$ cat src/rtl/tick_counter_pkg.sv
// ============================================================================
// Module   : tick_counter_pkg
// Purpose  : Shared direction constants and prescaler width helper.
// Revision : 1.0
// ============================================================================
`default_nettype none

package tick_counter_pkg;

  localparam logic DIR_UP   = 1'b0;
  localparam logic DIR_DOWN = 1'b1;

  // A prescaler for P_TICK=1 still needs one (constant-zero) bit.
  function automatic int pre_width(input int p_tick);
    int w;
    w = $clog2(p_tick);
    return (w < 1) ? 1 : w;
  endfunction

endpackage

`default_nettype wire

$ cat src/rtl/m_prescaler.sv
// ============================================================================
// Module   : m_prescaler
// Purpose  : Divides enabled clock cycles into a step pulse every P_TICK.
// Revision : 1.0
// ============================================================================
`default_nettype none

module m_prescaler
  import tick_counter_pkg::*;
#(
  parameter int P_TICK = 100000000
) (
  input  logic w_clk,
  input  logic w_rst_n,
  input  logic w_en,
  input  logic w_clr,
  output logic w_step
);

  localparam int              PRE_W    = pre_width(P_TICK);
  localparam logic [PRE_W-1:0] PRE_LAST = PRE_W'(P_TICK - 1);
  localparam logic [PRE_W-1:0] PRE_ONE  = PRE_W'(1);

  logic [PRE_W-1:0] r_pre;

  assign w_step = w_en && (r_pre == PRE_LAST);

  always_ff @(posedge w_clk or negedge w_rst_n) begin
    if (!w_rst_n) begin
      r_pre <= '0;
    end else if (w_clr) begin
      r_pre <= '0;
    end else if (w_step) begin
      r_pre <= '0;
    end else if (w_en) begin
      r_pre <= r_pre + PRE_ONE;
    end
  end

endmodule

`default_nettype wire

$ cat src/rtl/m_tick_counter.sv
// ============================================================================
// Module   : m_tick_counter
// Purpose  : Prescaled up/down counter with clear, load and tick/wrap strobes.
//            Define TICK_COUNTER_SATURATE_EN to saturate instead of wrapping.
// Revision : 1.0
// ============================================================================
`default_nettype none

module m_tick_counter
  import tick_counter_pkg::*;
#(
  parameter int P_WIDTH = 4,
  parameter int P_TICK  = 100000000,
  parameter int P_MAX   = 2**P_WIDTH - 1
) (
  input  logic               w_clk,
  input  logic               w_rst_n,
  input  logic               w_en,
  input  logic               w_dir,
  input  logic               w_clr,
  input  logic               w_load,
  input  logic [P_WIDTH-1:0] w_load_val,
  output logic [P_WIDTH-1:0] w_cnt,
  output logic               w_tick,
  output logic               w_wrap
);

  localparam logic [P_WIDTH-1:0] MAX_V = P_WIDTH'(P_MAX);
  localparam logic [P_WIDTH-1:0] ONE_V = P_WIDTH'(1);

  logic               step;
  logic               at_bound;
  logic [P_WIDTH-1:0] next_cnt;
  logic [P_WIDTH-1:0] load_cnt;

  m_prescaler #(
    .P_TICK (P_TICK)
  ) u_prescaler (
    .w_clk   (w_clk),
    .w_rst_n (w_rst_n),
    .w_en    (w_en),
    .w_clr   (w_clr),
    .w_step  (step)
  );

  // Bound is checked before any arithmetic so the count never leaves 0..P_MAX.
  always_comb begin
    at_bound = (w_dir == DIR_UP) ? (w_cnt == MAX_V) : (w_cnt == '0);
    next_cnt = w_cnt;
    if (at_bound) begin
`ifdef TICK_COUNTER_SATURATE_EN
      next_cnt = w_cnt;
`else
      next_cnt = (w_dir == DIR_UP) ? '0 : MAX_V;
`endif
    end else if (w_dir == DIR_UP) begin
      next_cnt = w_cnt + ONE_V;
    end else begin
      next_cnt = w_cnt - ONE_V;
    end
    load_cnt = (w_load_val > MAX_V) ? MAX_V : w_load_val;
  end

  always_ff @(posedge w_clk or negedge w_rst_n) begin
    if (!w_rst_n) begin
      w_cnt  <= '0;
      w_tick <= 1'b0;
      w_wrap <= 1'b0;
    end else begin
      w_tick <= 1'b0;
      w_wrap <= 1'b0;
      if (w_clr) begin
        w_cnt <= '0;
      end else if (w_load) begin
        w_cnt <= load_cnt;
      end else if (step) begin
        w_cnt  <= next_cnt;
        w_tick <= 1'b1;
        w_wrap <= at_bound;
      end
    end
  end

endmodule

`default_nettype wire

$ cat config.mk
export PLATFORM = sky130hd
export DESIGN_NAME = m_tick_counter
export DESIGN_NICKNAME = d
export VERILOG_FILES = /design/src/rtl/tick_counter_pkg.sv /design/src/rtl/m_prescaler.sv /design/src/rtl/m_tick_counter.sv
export SDC_FILE = /design/constraint.sdc
export NUM_CORES = 1
export LEC_CHECK = 0
export BUFFER_PORTS_ARGS = -buffer_cell sky130_fd_sc_hd__buf_2
export CORE_AREA = 2 2 81 64
export DETAILED_ROUTE_END_ITERATION = 10
export DIE_AREA = 0 0 83 66
export PLACE_DENSITY = 0.64
export SETUP_SLACK_MARGIN = 0.05
export SYNTH_ARGS = -nofsm -noshare
export SYNTH_HDL_FRONTEND = slang
export SYNTH_SLANG_ARGS = --single-unit
$ cat constraint.sdc
create_clock -name w_clk -period 2.2 [get_ports w_clk]
set_input_delay 0.66 -clock w_clk [delete_from_list [all_inputs] [get_ports w_clk]]
set_output_delay 0.66 -clock w_clk [all_outputs]
set_load 0.1 [all_outputs]
# Word level (Yosys, flattened, before mapping)
# Cells that the tools add are included.
[word_totals] regBits=33
[classes] mux=17 reduce_logical=4 n_eq_ne=2 add_sub_neg=3 order_cmp=1
[ops] op="2-to-1 mux 27 bit" count=3
[ops] op="2-to-1 mux 4 bit" count=7
[ops] op="adder 27 x 1 -> 27 bit, second input constant" count=1
[ops] op="equality test 27 bit, second input constant" count=1
[ops] op="2-to-1 mux 1 bit" count=7
[ops] op="nonzero test 3 bit" count=2
[ops] op="adder 4 x 1 -> 4 bit, second input constant" count=1
[ops] op="equality test 4 bit, second input constant" count=1
[ops] op="> comparator 4 bit, second input constant" count=1
[ops] op="logical NOT 4 bit" count=1
[ops] op="subtractor 4 x 1 -> 4 bit, second input constant" count=1
[ops] op="logical AND 1 bit" count=1

# Logic depth before layout (Yosys ltp)
[logic_depth] word_depth=6 depth_mapped=8 mapped_depth_nobuf=6

# By module
# Synthesis repeated with hierarchy kept, for this count alone.
[unflattened] hier_cells=219 area_unflattened_um2=2006.9
[by_module_without_submodules] mod="m_prescaler" cells_each=172 area_per_inst_um2=1581.5 seq_area_each_um2=675.6 n_inst=1
[by_module_without_submodules] mod="m_tick_counter" cells_each=47 area_per_inst_um2=425.4 seq_area_each_um2=150.1 n_inst=1

# Least setup slack after synthesis
# No wires, ideal clock.
[synth_timing] path_kind="register to register" from="register w_cnt[1]" to="register w_cnt[3]" required_time_ps=2106 t_arrival_ps=2226 path_buffers=0 path_slack_ps=-120 period_less_slack_ps=2320 path_stages_with_launch=7 setup_ps=94 path_cell_list="dfrtp_1 ha_1 a21o_1 a21oi_1 xnor2_1 a211o_1 a221oi_2"
[synth_via] elab_chain_cells=6 elab_cells_between_ends=10 classes_between="add/sub: 2; eq/ne: 1; mux: 6; reduce/logical: 1"
[synth_lines] element="from (decl)" line="m_tick_counter.sv:23" rtl="output logic [P_WIDTH-1:0] w_cnt,"
[synth_lines] element="from (signal assigned)" line="m_tick_counter.sv:75" rtl="w_cnt <= load_cnt;"
[synth_lines] element="from (signal assigned)" line="m_tick_counter.sv:77" rtl="w_cnt <= next_cnt;"
[synth_lines] element="adder 4 x 1 -> 4 bit, or another cell as far along" line="m_tick_counter.sv:57" rtl="next_cnt = w_cnt + ONE_V;"
[synth_lines] element="2-to-1 mux 4 bit or 2-to-1 mux 1 bit (tied branches)" line="m_tick_counter.sv:56, m_tick_counter.sv:48"
[synth_lines] element="2-to-1 mux 4 bit (*)" line="m_tick_counter.sv:50" rtl="if (at_bound) begin"
[synth_lines] element="2-to-1 mux 4 bit (*)" line="m_tick_counter.sv:76" rtl="end else if (step) begin"
[synth_lines] element="2-to-1 mux 4 bit (*)" line="m_tick_counter.sv:74" rtl="end else if (w_load) begin"
[synth_lines] element="2-to-1 mux 4 bit (*)" line="m_tick_counter.sv:72" rtl="if (w_clr) begin"
# Mark *: on every way between the ends. The rest lies on a longest branch, timed or not. The select of a mux whose other input is x is not followed.
# A chain may end at the register's enable or synchronous reset.

# Final worst setup path
[layout_timing] from="register u_prescaler.r_pre[12]" to="register w_cnt[3]"
[layout_via] elab_chain_cells=3
[layout_lines] element="from (decl)" line="m_prescaler.sv:24" rtl="logic [PRE_W-1:0] r_pre;"
[layout_lines] element="from (signal assigned)" line="m_prescaler.sv:36" rtl="r_pre <= r_pre + PRE_ONE;"
[layout_lines] element="equality test 27 bit" line="m_prescaler.sv:26" rtl="assign w_step = w_en && (r_pre == PRE_LAST);"
[layout_lines] element="logical AND 1 bit" line="m_prescaler.sv:26"
[layout_lines] element="nonzero test 3 bit (no line)"
# No other way between the ends.

==> metrics.md <==
| Metric | Value |
|---|---|
| Fill cells | `479` |
| Required time of the critical path | `approximately 2.4 ns` |
| DR vias | `1369` |
| Critical R2R Launch | `u_prescaler.r_pre[12]` |
| Setup TNS | `0 ns` |
| FF-to-FF path depth | `5` |
| Initial DRC count | `63` |
| Drt pass-1 iters | `4` |
| Core area | `~4700 sq um` |
| Worst path arrival time | `~2.2 ns` |
| Switching pwr | `0.332 mW` |
| Hold Vio Cnt, Final | `0` |
| Largest net degree at the start of global routing | `34` |
| Clock transition at path regs | `0.07 ns` |
| Worst IR Drop VDD | `0.000315 V` |
| Rel. slew slack | `0.680` |
| Final Cycle Share | `0.908` |
| Pint | `a little under 0.9 mW` |
| Simple-gate area share of the yosys netlist | `0.276` |
| Worst Hold Class | `in -> async` |
| Comb power frac | `0.112` |
| Minimum clock period | `2.00 ns` |
| Post-synthesis sequential area ratio | `0.454` |
| Final setup fails | `0` |
| Num rows | `22` |
| Syn avg cell area | `slightly below 10 sq um` |
| Post-synth EDFFs | `0` |
| Multiplexer share of the synthesized area | `0.0110` |
| MaxCap Viol Count | `0` |
| Starting Density | `0.387` |
| Register bit count reported by yosys | `33` |
| Clock Skews | `0.00998 ns` |
| TritonCTS Buffers | `5` |
| # IOs | `16` |
| # hold bufs at CTS | `0` |
| Static Leakage | `slightly above 0.9 nW` |
| DR vias/cell | `5.03` |
| Die area | `5480 sq um` |
| Worst Max-Slew Pin Slew | `0.483 ns` |
| Worst Setup SP | `u_prescaler.r_pre[12]` |
| Kind of critical path | `reg -> reg` |
| WL/cell | `12.4 um` |
| Finished Cell Area | `2120 sq um` |
| Switching Fraction | `0.274` |
| RD Place Congestion | `about 0.76` |
| DRT Wirelength | `3380 um` |
| DRC violations left | `0` |
| Antenna diodes | `0` |
| Peak Freq | `501 MHz` |
| Vias in the first global route | `1329` |
| Cell Area, Placed | `2030 sq um` |
| First-pass GRT wire length | `6050 um` |
| Clock root buffer master | `clkbuf_8` |
| Die height | `66 um` |
| Layout cells sized above 1 | `0.222` |
| Synthesized net count | `198` |
| Critical Path Fanout Max | `3` |
| Sink Count | `33` |
| Syn Inst Count | `184` |
| Biggest area consumer among synthesized cells | `dfrtp_1` |
| Status | `finished, final reports clean` |
| Clock power share | `0.372` |
| Congestion Overflow GR | `0` |
| CTS Buffer Depth | `2` |
| Worst setup EP type | `flop` |
| Cell variety after synth | `37` |
| Area Overhead vs Synth | `16.6%` |
| CTS H-tree depth | `2` |
| Pwr Density | `571 nW/um^2` |
| Top_reg_cell synth | `dfrtp_1` |
| Async set-or-reset flop fraction in the synthesized netlist | `1.00` |
| Top cell type's share of synthesized area | `0.454` |
| RSZ-0062 raised after global routing | `no` |
| CTS tree | `done` |
| Routed Antenna Nets | `0` |
| FF+latch area | `between 800 and 900 sq um` |
| Port Buffer Count | `15` |
| Fin. max-slew vios | `0` |
| Largest family of logic cells by synthesized area | `simple AND/OR/NAND/NOR gates` |
| Adder-Cell Fraction of Synth Area | `0.0316` |
| Final net count | `225` |
| Initial antenna violation count | `0` |
| Final Util | `0.451` |
| Seq pwr share | `0.516` |
| Synth Area in Compound Gates | `0.0557` |
| Yosys warns | `0` |
| DP HPWL | `2380 um` |
| Global-route usage over all layers | `0.146` |
| CP Launch Type | `flop` |
| Worst R2R Setup Slack | `just over 0.2 ns` |
| Worst-Skew Late Latency | `roughly 0.29 ns` |
| Chip width | `83 um` |
| Post-Synth XOR/XNOR Area | `0.140` |
| Synth Cell Area | `1820 sq um` |
| Dominant cells by area after synthesis | `dfrtp_1 (45%), xor2_1 (10%), nor2_1 (6.8%), nand4_1 (4.8%), xnor2_1 (3.8%)` |
| Area of the multi-input gates | `938 sq um` |
## stage by stage
stage                     worst slack, ns  hold slack, ns  cells  power (mW)
after floorplan                     0.154           0.364    184       0.725
after global placement              0.119           0.518    264       0.774
after detailed placement            0.108           0.547    264       0.774
after CTS                           0.146           0.396    272        1.23
after global routing               0.0777           0.418    272        1.28
final                               0.203           0.387    272        1.21
## worst max-delay path: stages, from the launching register on
cell	delay (ns)
dfrtp_1	0.41
nor4_2	0.30
nand3_1	0.15
or4_4	0.57
a211o_1	0.29
a221oi_2	0.20
## state kept, by name, indices dropped and copies added (netlist names)
register,count
u_prescaler.r_pre,27
w_cnt,4
w_tick,1
w_wrap,1
## cell type report
cell class | instances | share of cell area
clock buffer | 5 | 0.0324
timing repair buffer | 26 | 0.0861
inverter | 3 | 0.00531
sequential | 33 | 0.390
multi-input combinational | 142 | 0.442
clock inverter | 3 | 0.00825
tap | 60 | 0.0354
## cell families (layout without fill, tap and decap cells)
kind of cell | Yosys count | count (layout)
and+or+nand+nor | 92 | 92
DFF | 33 | 33
xor gates and xnor gates | 29 | 29
AOI/OAI and AO/OA | 15 | 15
buffers and inverters | 9 | 37
adders and majority gates | 4 | 4
muxes | 2 | 2
## placed cells by master (no fill, tap or decap), types with 2 or more instances in the layout
master,netlist,routed
nor2_1,33,33
dfrtp_1,33,31
xor2_1,21,21
buf_2,3,15
nand4_1,14,14
nand2_1,14,14
buf_4,0,9
xnor2_1,8,8
nand3_1,7,7
a21oi_1,7,7
clkbuf_8,0,5
and3_1,4,4
nor4_2,3,3
inv_1,3,3
ha_1,3,3
or4_4,1,2
or2_2,2,2
nor4_1,2,2
nor3_1,2,2
mux2i_1,2,2
o22ai_1,2,2
clkinv_2,0,2
buf_12,0,2
dfrtp_2,0,2
## cell usage after synthesis (2+ instances only)
cell / count
or2_2: 2
xor2_1: 21
ha_1: 3
nor4_2: 3
nor2_1: 33
nor4_1: 2
mux2i_1: 2
inv_1: 3
xnor2_1: 8
nand2_1: 14
o22ai_1: 2
nand3_1: 7
a21oi_1: 7
and3_1: 4
nand4_1: 14
dfrtp_1: 33
nor3_1: 2
buf_6: 3
buf_2: 3
## repair_timing
item,CTS,global route
resized for setup,0,1
setup buffers,0,0
endpoints found under the setup margin,0,2
hold endpoints to repair,0,0
## final timing paths
kind | endpoint
setup / recovery | w_cnt[3]
hold / removal | u_prescaler.r_pre[15]
setup reg to reg | w_cnt[3]
hold reg to reg | u_prescaler.r_pre[23]
max in group asynchronous | w_cnt[2]
min in group w_clk | u_prescaler.r_pre[23]
## power by group through the flow
stage / Clock (mW) / Sequential [mW] / Combinational [mW]
4_1_cts: 0.468 / 0.625 / 0.138
2_1_floorplan: 0 / 0.667 / 0.0581
3_5_place_dp: 0 / 0.637 / 0.137
3_3_place_gp: 0 / 0.637 / 0.137
6_report: 0.450 / 0.625 / 0.135
5_1_grt: 0.505 / 0.626 / 0.151
## routing by layer
metal	vias up	routed length (um)	global-route usage
li1	694	-	-
met1	653	1760	0.190
met2	18	1440	0.218
met3	4	131	0.0599
met4	0	47	0.0553
met5	-	0	0
(Power assumes the default switching activity.)
